--- src/rtl/gtx_pkg.sv ---
// Shared constants and types for the GTX TX lane scheduler: 8b/10b K-characters,
// the comma idle word, txcharisk encodings and the framing state machine states.
package gtx_pkg;

  localparam logic [7:0] K28_5 = 8'hBC;  // comma
  localparam logic [7:0] K27_7 = 8'hFB;  // start of frame
  localparam logic [7:0] K29_7 = 8'hFD;  // end of frame
  localparam logic [7:0] D16_2 = 8'h50;  // idle filler data byte

  localparam logic [15:0] IDLE_WORD = {D16_2, K28_5};

  localparam logic [1:0] CTRL_K_LO = 2'b01;  // low byte is a K-character
  localparam logic [1:0] CTRL_DATA = 2'b00;  // both bytes are data

  typedef enum logic [1:0] {
    ST_IDLE,
    ST_DATA,
    ST_EOF
  } state_t;

  function automatic logic [15:0] sof_word(input logic [7:0] id);
    return {id, K27_7};
  endfunction

  function automatic logic [15:0] eof_word(input logic last, input logic [6:0] cnt);
    return {last, cnt, K29_7};
  endfunction

endpackage

--- src/rtl/rr_arb.sv ---
// Combinational round-robin picker: returns the first requester with valid set,
// searching upward from the pointer and wrapping at N_REQ-1 (works for any N_REQ).
module rr_arb #(
  parameter int N_REQ = 4,
  localparam int IDX_W = $clog2(N_REQ)
) (
  input  logic [N_REQ-1:0] req,
  input  logic [IDX_W-1:0] ptr,
  output logic [IDX_W-1:0] grant,
  output logic             any_valid
);

  logic [N_REQ-1:0] rot;
  logic [IDX_W-1:0] off;
  logic [IDX_W:0]   sum;

  // Rotate the request vector so the pointer sits at bit 0, take the lowest set
  // bit as an offset, then map the offset back to an absolute index mod N_REQ.
  always_comb begin
    rot       = N_REQ'({req, req} >> ptr);
    off       = '0;
    any_valid = |req;
    for (int i = N_REQ - 1; i >= 0; i--) begin
      if (rot[i]) off = IDX_W'(i);
    end
    sum = {1'b0, ptr} + {1'b0, off};
    if (sum >= (IDX_W + 1)'(N_REQ)) sum = sum - (IDX_W + 1)'(N_REQ);
    grant = sum[IDX_W-1:0];
  end

endmodule

--- src/rtl/gtx_tx_arb.sv ---
// Round-robin scheduler sharing one 16-bit GTX TX lane between N_REQ streaming
// requesters. Bursts are framed with SOF/EOF K-words, stalls and gaps are filled
// with comma idles, and at least MIN_IDLE idles separate EOF from the next SOF.
module gtx_tx_arb
  import gtx_pkg::*;
#(
  parameter int N_REQ    = 4,
  parameter int MAX_LEN  = 16,
  parameter int MIN_IDLE = 2,
  localparam int IDX_W   = $clog2(N_REQ)
) (
  input  logic                clk_i,
  input  logic                rst_n_i,
  input  logic [N_REQ-1:0]    req_valid_i,
  input  logic [N_REQ*16-1:0] req_data_i,
  input  logic [N_REQ-1:0]    req_last_i,
  output logic [N_REQ-1:0]    req_ready_o,
  output logic [15:0]         data_o,
  output logic [1:0]          ctrl_o,
  output logic [IDX_W-1:0]    grant_o,
  output logic                busy_o
);

  localparam int GAP_W = $clog2(MIN_IDLE + 1);

  state_t           state_q, state_d;
  logic [IDX_W-1:0] grant_q, grant_d;
  logic [IDX_W-1:0] ptr_q, ptr_d;
  logic [6:0]       cnt_q, cnt_d;
  logic [GAP_W-1:0] gap_q, gap_d;
  logic             last_q, last_d;
  logic [15:0]      data_q, data_d;
  logic [1:0]       ctrl_q, ctrl_d;

  logic [IDX_W-1:0] win;
  logic             any_valid;
  logic [15:0]      cur_data;
  logic             cur_valid;
  logic             cur_last;
  logic [IDX_W:0]   ptr_inc;

  rr_arb #(
    .N_REQ(N_REQ)
  ) u_rr_arb (
    .req      (req_valid_i),
    .ptr      (ptr_q),
    .grant    (win),
    .any_valid(any_valid)
  );

  // Select the granted requester's stream and raise its ready while in a frame.
  always_comb begin
    cur_data    = '0;
    cur_valid   = 1'b0;
    cur_last    = 1'b0;
    req_ready_o = '0;
    for (int k = 0; k < N_REQ; k++) begin
      if (grant_q == IDX_W'(k)) begin
        cur_data       = req_data_i[16*k +: 16];
        cur_valid      = req_valid_i[k];
        cur_last       = req_last_i[k];
        req_ready_o[k] = (state_q == ST_DATA);
      end
    end
  end

  // Framing FSM: next state, next lane word and bookkeeping for pointer/gap/count.
  always_comb begin
    state_d = state_q;
    grant_d = grant_q;
    ptr_d   = ptr_q;
    cnt_d   = cnt_q;
    gap_d   = gap_q;
    last_d  = last_q;
    data_d  = IDLE_WORD;
    ctrl_d  = CTRL_K_LO;
    ptr_inc = {1'b0, grant_q} + 1'b1;
    if (ptr_inc == (IDX_W + 1)'(N_REQ)) ptr_inc = '0;

    case (state_q)
      ST_IDLE: begin
        if (gap_q < GAP_W'(MIN_IDLE)) gap_d = gap_q + 1'b1;
        if ((gap_q >= GAP_W'(MIN_IDLE)) && any_valid) begin
          grant_d = win;
          data_d  = sof_word(8'(win));
          cnt_d   = '0;
          state_d = ST_DATA;
        end
      end
      ST_DATA: begin
        // A stalled requester gets idle fill; the frame only ends on last or MAX_LEN.
        if (cur_valid) begin
          data_d = cur_data;
          ctrl_d = CTRL_DATA;
          cnt_d  = cnt_q + 7'd1;
          if (cur_last || (cnt_q + 7'd1 == 7'(MAX_LEN))) begin
            last_d  = cur_last;
            state_d = ST_EOF;
          end
        end
      end
      ST_EOF: begin
        data_d  = eof_word(last_q, cnt_q);
        ptr_d   = ptr_inc[IDX_W-1:0];
        gap_d   = '0;
        state_d = ST_IDLE;
      end
      default: state_d = ST_IDLE;
    endcase
  end

  // State and registered lane outputs; reset drops straight back to comma idles.
  always_ff @(posedge clk_i or negedge rst_n_i) begin
    if (!rst_n_i) begin
      state_q <= ST_IDLE;
      grant_q <= '0;
      ptr_q   <= '0;
      cnt_q   <= '0;
      gap_q   <= GAP_W'(MIN_IDLE);
      last_q  <= 1'b0;
      data_q  <= IDLE_WORD;
      ctrl_q  <= CTRL_K_LO;
    end else begin
      state_q <= state_d;
      grant_q <= grant_d;
      ptr_q   <= ptr_d;
      cnt_q   <= cnt_d;
      gap_q   <= gap_d;
      last_q  <= last_d;
      data_q  <= data_d;
      ctrl_q  <= ctrl_d;
    end
  end

  assign data_o  = data_q;
  assign ctrl_o  = ctrl_q;
  assign grant_o = grant_q;
  assign busy_o  = (state_q != ST_IDLE);

endmodule

--- config.mk ---
export PLATFORM = sky130hd
export DESIGN_NAME = gtx_tx_arb
export DESIGN_NICKNAME = d
export VERILOG_FILES = /design/src/rtl/gtx_pkg.sv /design/src/rtl/rr_arb.sv /design/src/rtl/gtx_tx_arb.sv
export SDC_FILE = /design/constraint.sdc
export NUM_CORES = 1
export LEC_CHECK = 0
export ABC_AREA = 1
export ABC_CLOCK_PERIOD_IN_PS = 2900
export CORE_AREA = 2 2 92 67
export DETAILED_ROUTE_END_ITERATION = 6
export DIE_AREA = 0 0 94 69
export PLACE_DENSITY = 0.76
export REMOVE_ABC_BUFFERS = 1
export SETUP_SLACK_MARGIN = 0.15
export SKIP_CTS_REPAIR_TIMING = 1
export SLEW_MARGIN = 15
export SYNTH_ARGS = -nofsm -noshare
export SYNTH_HDL_FRONTEND = slang
export SYNTH_SLANG_ARGS = --single-unit
--- constraint.sdc ---
create_clock -name clk_i -period 2.9 [get_ports clk_i]
set_clock_uncertainty 0.2 [all_clocks]
set_input_delay 0.58 -clock clk_i [delete_from_list [all_inputs] [get_ports clk_i]]
set_output_delay 0.58 -clock clk_i [all_outputs]
set_load 0.05 [all_outputs]
Word level (Yosys, flattened, before mapping)
Index checks and enable logic that the tools add are counted.

Register bits after elaboration: 34. Input port bits: 74. Output and inout port bits: 25.

Eq/ne operators: 11. Multiplexer cells: 36. Shifts and indexed selects: 1. Reductions and logical operators: 13. Add/subtract/negate cells: 5. $lt $le $gt $ge: 3.

Operators with widths (number): 16-bit 2-to-1 mux (5); 16-bit case mux with 3 select lines (1); 2-bit 2-to-1 mux (10); 15-bit 2-to-1 mux (1); 1-bit 2-to-1 mux (14); 7-bit 2-to-1 mux (2); 7-bit case mux with 2 select lines (1); 3-bit AND reduction (3); 2-bit case mux with 2 select lines (2); 8-bit by 2-bit right shift with 4-bit output (1); 7-bit by 1-bit adder with 7-bit output (second input constant) (1); 7-bit by 5-bit == test with 1-bit output (second input constant) (1); 2-bit == test (second input constant) (3); 2-bit inequality test (second input constant) (3); 2-bit nonzero test (3); 2-bit by 1-bit == test with 1-bit output (second input constant) (2); 2-bit zero test (2); 2-bit AND reduction (2); 4-bit OR reduction (1); 2-bit by 1-bit adder with 3-bit output (second input constant) (1); 2-bit by 2-bit adder with 3-bit output (1); 3-bit == test (second input constant) (1); 3-bit >= comparator (second input constant) (1); 2-bit by 1-bit adder with 2-bit output (second input constant) (1); 6 further kinds (6).

Logic depth before layout (Yosys ltp)
Depth in word-level cells: 10. Depth in mapped cells: 14. Mapped depth without buffers: 13.

By module
From an unflattened synthesis, not the netlist that was laid out.

Cells, all modules: 319. Area total of the unflattened synthesis: 2302.2 um2.

By module, submodules not included: gtx_tx_arb (area each 2134.5 um2, instances 1, cells each 284, seq. area each 837.1 um2); rr_arb (area each 167.7 um2, instances 1, cells each 35, seq. area each 0.0 um2).

Worst setup path before layout
OpenSTA, ideal clock, no wires.

Kind: flip-flop to output port. Start point: register grant_q[0] (netlist: grant_o[0]). End point: output req_ready_o[0]. Cell stages (with the launch flop): 7. Arrival: 1.942 ns. Setup slack: 0.178 ns. Path buffers: 2. Path through: dfrtp_1 -> inv_1 -> ha_1 -> buf_4 -> buf_2 -> inv_1 -> nor2_1.

Word-level cells in the longest chain between the ends: 2.

Ends and longest elaborated chain: start: declaration (line gtx_tx_arb.sv:27) `logic [IDX_W-1:0] grant_q, grant_d;`; start signal: assignment (line gtx_tx_arb.sv:125) `grant_q <= grant_d;`; 2-bit zero test (line gtx_tx_arb.sv:58) `if (grant_q == IDX_W'(k)) begin`; 1-bit 2-to-1 mux (line gtx_tx_arb.sv:58); end: declaration (line gtx_tx_arb.sv:17) `output logic [N_REQ-1:0] req_ready_o,`.

Every way passes these cells.

Worst setup path in the final report
Start point: register grant_q[1] (netlist: grant_o[1]). End point: output req_ready_o[3].

Word-level cells in the longest chain between the ends: 2.

Ends and longest elaborated chain (line): 2-bit == test (gtx_tx_arb.sv:58); 1-bit 2-to-1 mux (gtx_tx_arb.sv:58).

Every way passes these cells.

==> results <==
==> power by group <==
group | switching, µW | internal [µW] | total [µW]
clock | 176 | 165 | 342
sequential | 157 | 672 | 828
combinational | 1530 | 866 | 2400
==> logic make-up after synthesis <==
kind of cell             count (synthesis)
XOR/XNOR                                 2
multiplexers                             2
AO/OA/AOI/OAI                           77
AND/OR/NAND/NOR                        145
buffers and inverters                   49
other                                    1
flip-flops                              33
adder cells (fa/ha/maj)                  8
==> metal layers <==
layer / GRT usage (%) / up-vias / wire, µm
li1: - / 1243 / -
met1: 29.2 / 1133 / 3110
met2: 33.1 / 100 / 3070
met3: 8.96 / 6 / 712
met4: 6.28 / 0 / 60
met5: 0 / - / 0
==> worst max-delay path by stage <==
stage                                 to  cells after the start
final                     req_ready_o[3]                      4
after global routing           data_o[9]                     13
after CTS                 req_ready_o[3]                      4
after detailed placement       data_o[9]                     13
after global placement         data_o[9]                     13
after floorplan           req_ready_o[1]                      3
==> flip-flops by register name (all words and copies together) (netlist names) <==
name and cells:
data_o 16, last_q 1, state_q 2, cnt_q 7, ctrl_o 1, gap_q 2
ptr_q 2, grant_o 2
==> through the flow <==
stage | std cells | power, µW | area, µm² | utilization [%] | setup slack, ns
2_1_floorplan | 302 | 2440 | 2230 | - | -0.0660
3_5_place_dp | 479 | 3240 | 3380 | 60.2 | 0.0521
4_1_cts | 487 | 3590 | 3460 | 61.7 | 0.312
5_1_grt | 487 | 3860 | 3460 | 61.7 | 0.187
6_report | 487 | 3570 | 3460 | 61.7 | 0.305
3_3_place_gp | 479 | 3190 | 3380 | 60.2 | 0.144
==> layout make-up <==
class                           instances  area, µm²  share of cell area, %
Clock inverter                          3       17.5                  0.506
Timing Repair Buffer                  102       1050                   30.3
Sequential cell                        33        837                   24.2
Inverter                               34        135                   3.90
Tap cell                               75       93.8                   2.71
Clock buffer                            5       68.8                   1.99
Multi-Input combinational cell        235       1260                   36.5
==> worst reg2reg max path, stage by stage, from the launching register on <==
cell and delay (ns):
dfrtp_1 0.48, inv_1 0.10, ha_1 0.29, inv_2 0.31, nand2_2 0.08, o21ai_2 0.13
nand2_2 0.07, nand2_4 0.10, nand2_8 0.09, inv_8 0.14, nand2_1 0.10, nand2_1 0.07
nand2_1 0.04
==> placed cells by master (no fill, tap or decap), drive strengths merged, types with 5 or more instances in the layout <==
cell / Yosys / layout
a21oi: 17 / 17
a31oi: 7 / 7
buf: 13 / 9
clkbuf: 2 / 5
clkdlybuf4s50: 0 / 93
dfrtp: 24 / 24
dfstp: 9 / 9
ha: 8 / 8
inv: 34 / 34
nand2: 85 / 85
nand3: 20 / 20
nor2: 31 / 31
o211ai: 13 / 13
o21ai: 30 / 30
==> impl_metrics.toml <==
[sta]
rsz0062_at_grt = "false"
hold_violations = 0
maxSlewHeadroom_pct = 64.1
period_minus_slack_ns = 2.60
fmax_mhz = 385
fin_hold_ws_ns = 0.291
tightest_slew_ns = 0.537
slew_viol_final = 0
finalSetupViolCount = 0
finalCritPeriodShare_pct = 89.5
setup_tns_ns = 0

[grt]
grt_max_degree = 34
groute.usage.overall_pct = 22.0
grt_pass1_vias = 2359
grt_overflow = 0
antenna_found_initial = 0
grt_pass1_wl_mm = 11.2

[worst_setup_path]
timing.rr.start = "grant_o[1]"
worstPathCellList = "ha_1, inv_1, nor2_4, buf_12"
worst-path-buf-inv = 2
critPathCaptureType = "output pin"
cp_slowest_cell = "ha_1"
r2r_cells = 12
r2r_end = "last_q"
cp_top_family = "adder cells"
path_class = "reg -> out"
arrival_ns = 1.82
crit_path_max_fanout = 13
start_kind = "register"
required_ns = 2.12
critical_path.startpoint = "grant_o[1]"
reg2reg_slack_ns = 0.61
critPathMaxStageDelay_ns = 0.50

[synthesis]
synth_top_family_by_area = "simple AND/OR/NAND/NOR gates"
synth_adder_area_share_pct = 4.28
synthFlopType = "dfrtp_1"
synth.largest_area_cell = "dfrtp_1"
synthXorXnorAreaFrac_pct = 0.750
async_reset_ff_share_pct = 100
synth_most_common_cell = "nand2_1"
synth_area_leaders = "dfrtp_1 (26%), nand2_1 (13%), dfstp_2 (10%)"
yosys.area_share.simple_pct = 27.7
yosysTopAreaCellShare_pct = 25.7
synth_compound_area_share_pct = 20.2
synthTopCellsByCount = "nand2_1 (80), inv_1 (29), nor2_1 (29)"
synth.avg_cell_area_um2 = 7.37
syn-instance-count = 317
muxShareOfSynthArea_pct = 0.857
synth_area_mm2 = 0.00234
synth_edf_count = 0
seq_area_frac_synth_pct = 35.8
yosysUniqueCellTypes = 40
yosysWarnings = 0
ys_ff_latch = 33

[die]
ios = 99
core_area_mm2 = 0.00561
start_util_pct = 41.6
rows = 23
fp.dieW_um = 94
fp.dieH_um = 69
fp.dieArea_mm2 = 0.00649

[detailed_routing]
vias = 2482
routed_wl_mm = 6.96
wl_per_cell_um = 14.3
via_per_inst = 5.10
drt_iter0_drc = 116
drtAntennaViolNets = 0
drcViolationCount = 0
dr.pass1.iters = 4

[finish]
antennaDiodeCount = 0
n_fill_cell = 512
layout-drive-gt1-share_pct = 11.2
layout.nets = 493
area_growth_pct = 48.3

[clocking]
cts.clk_slew.worst_paths_ns = 0.07
cts_tree = "done"
clkLatencyLatePin_ns = 0.29
clock_path_buffers = 2
cts-root-buf = "clkbuf_8"
htreeDepth = 2
cts_buffers = 5
cts.sinks = 33

[power]
p_leak_uw = 0.00159
vdd_drop_max_mv = 0.330
power_density_mw_per_mm2 = 1030

[placed_design]
place.gp.congestion = 0.819
io_buffers = 97
dp_hpwl_mm = 5.39

[hold_path]
hold_end = "last_q"
hold_path_class = "reg -> reg"
holdCritStartpoint = "last_q"
whs_path_depth = 2

[flow_run]
cap_viol_max_count = 0

[run_status]
status = "completed"
Power figures use the tool's default switching activity.
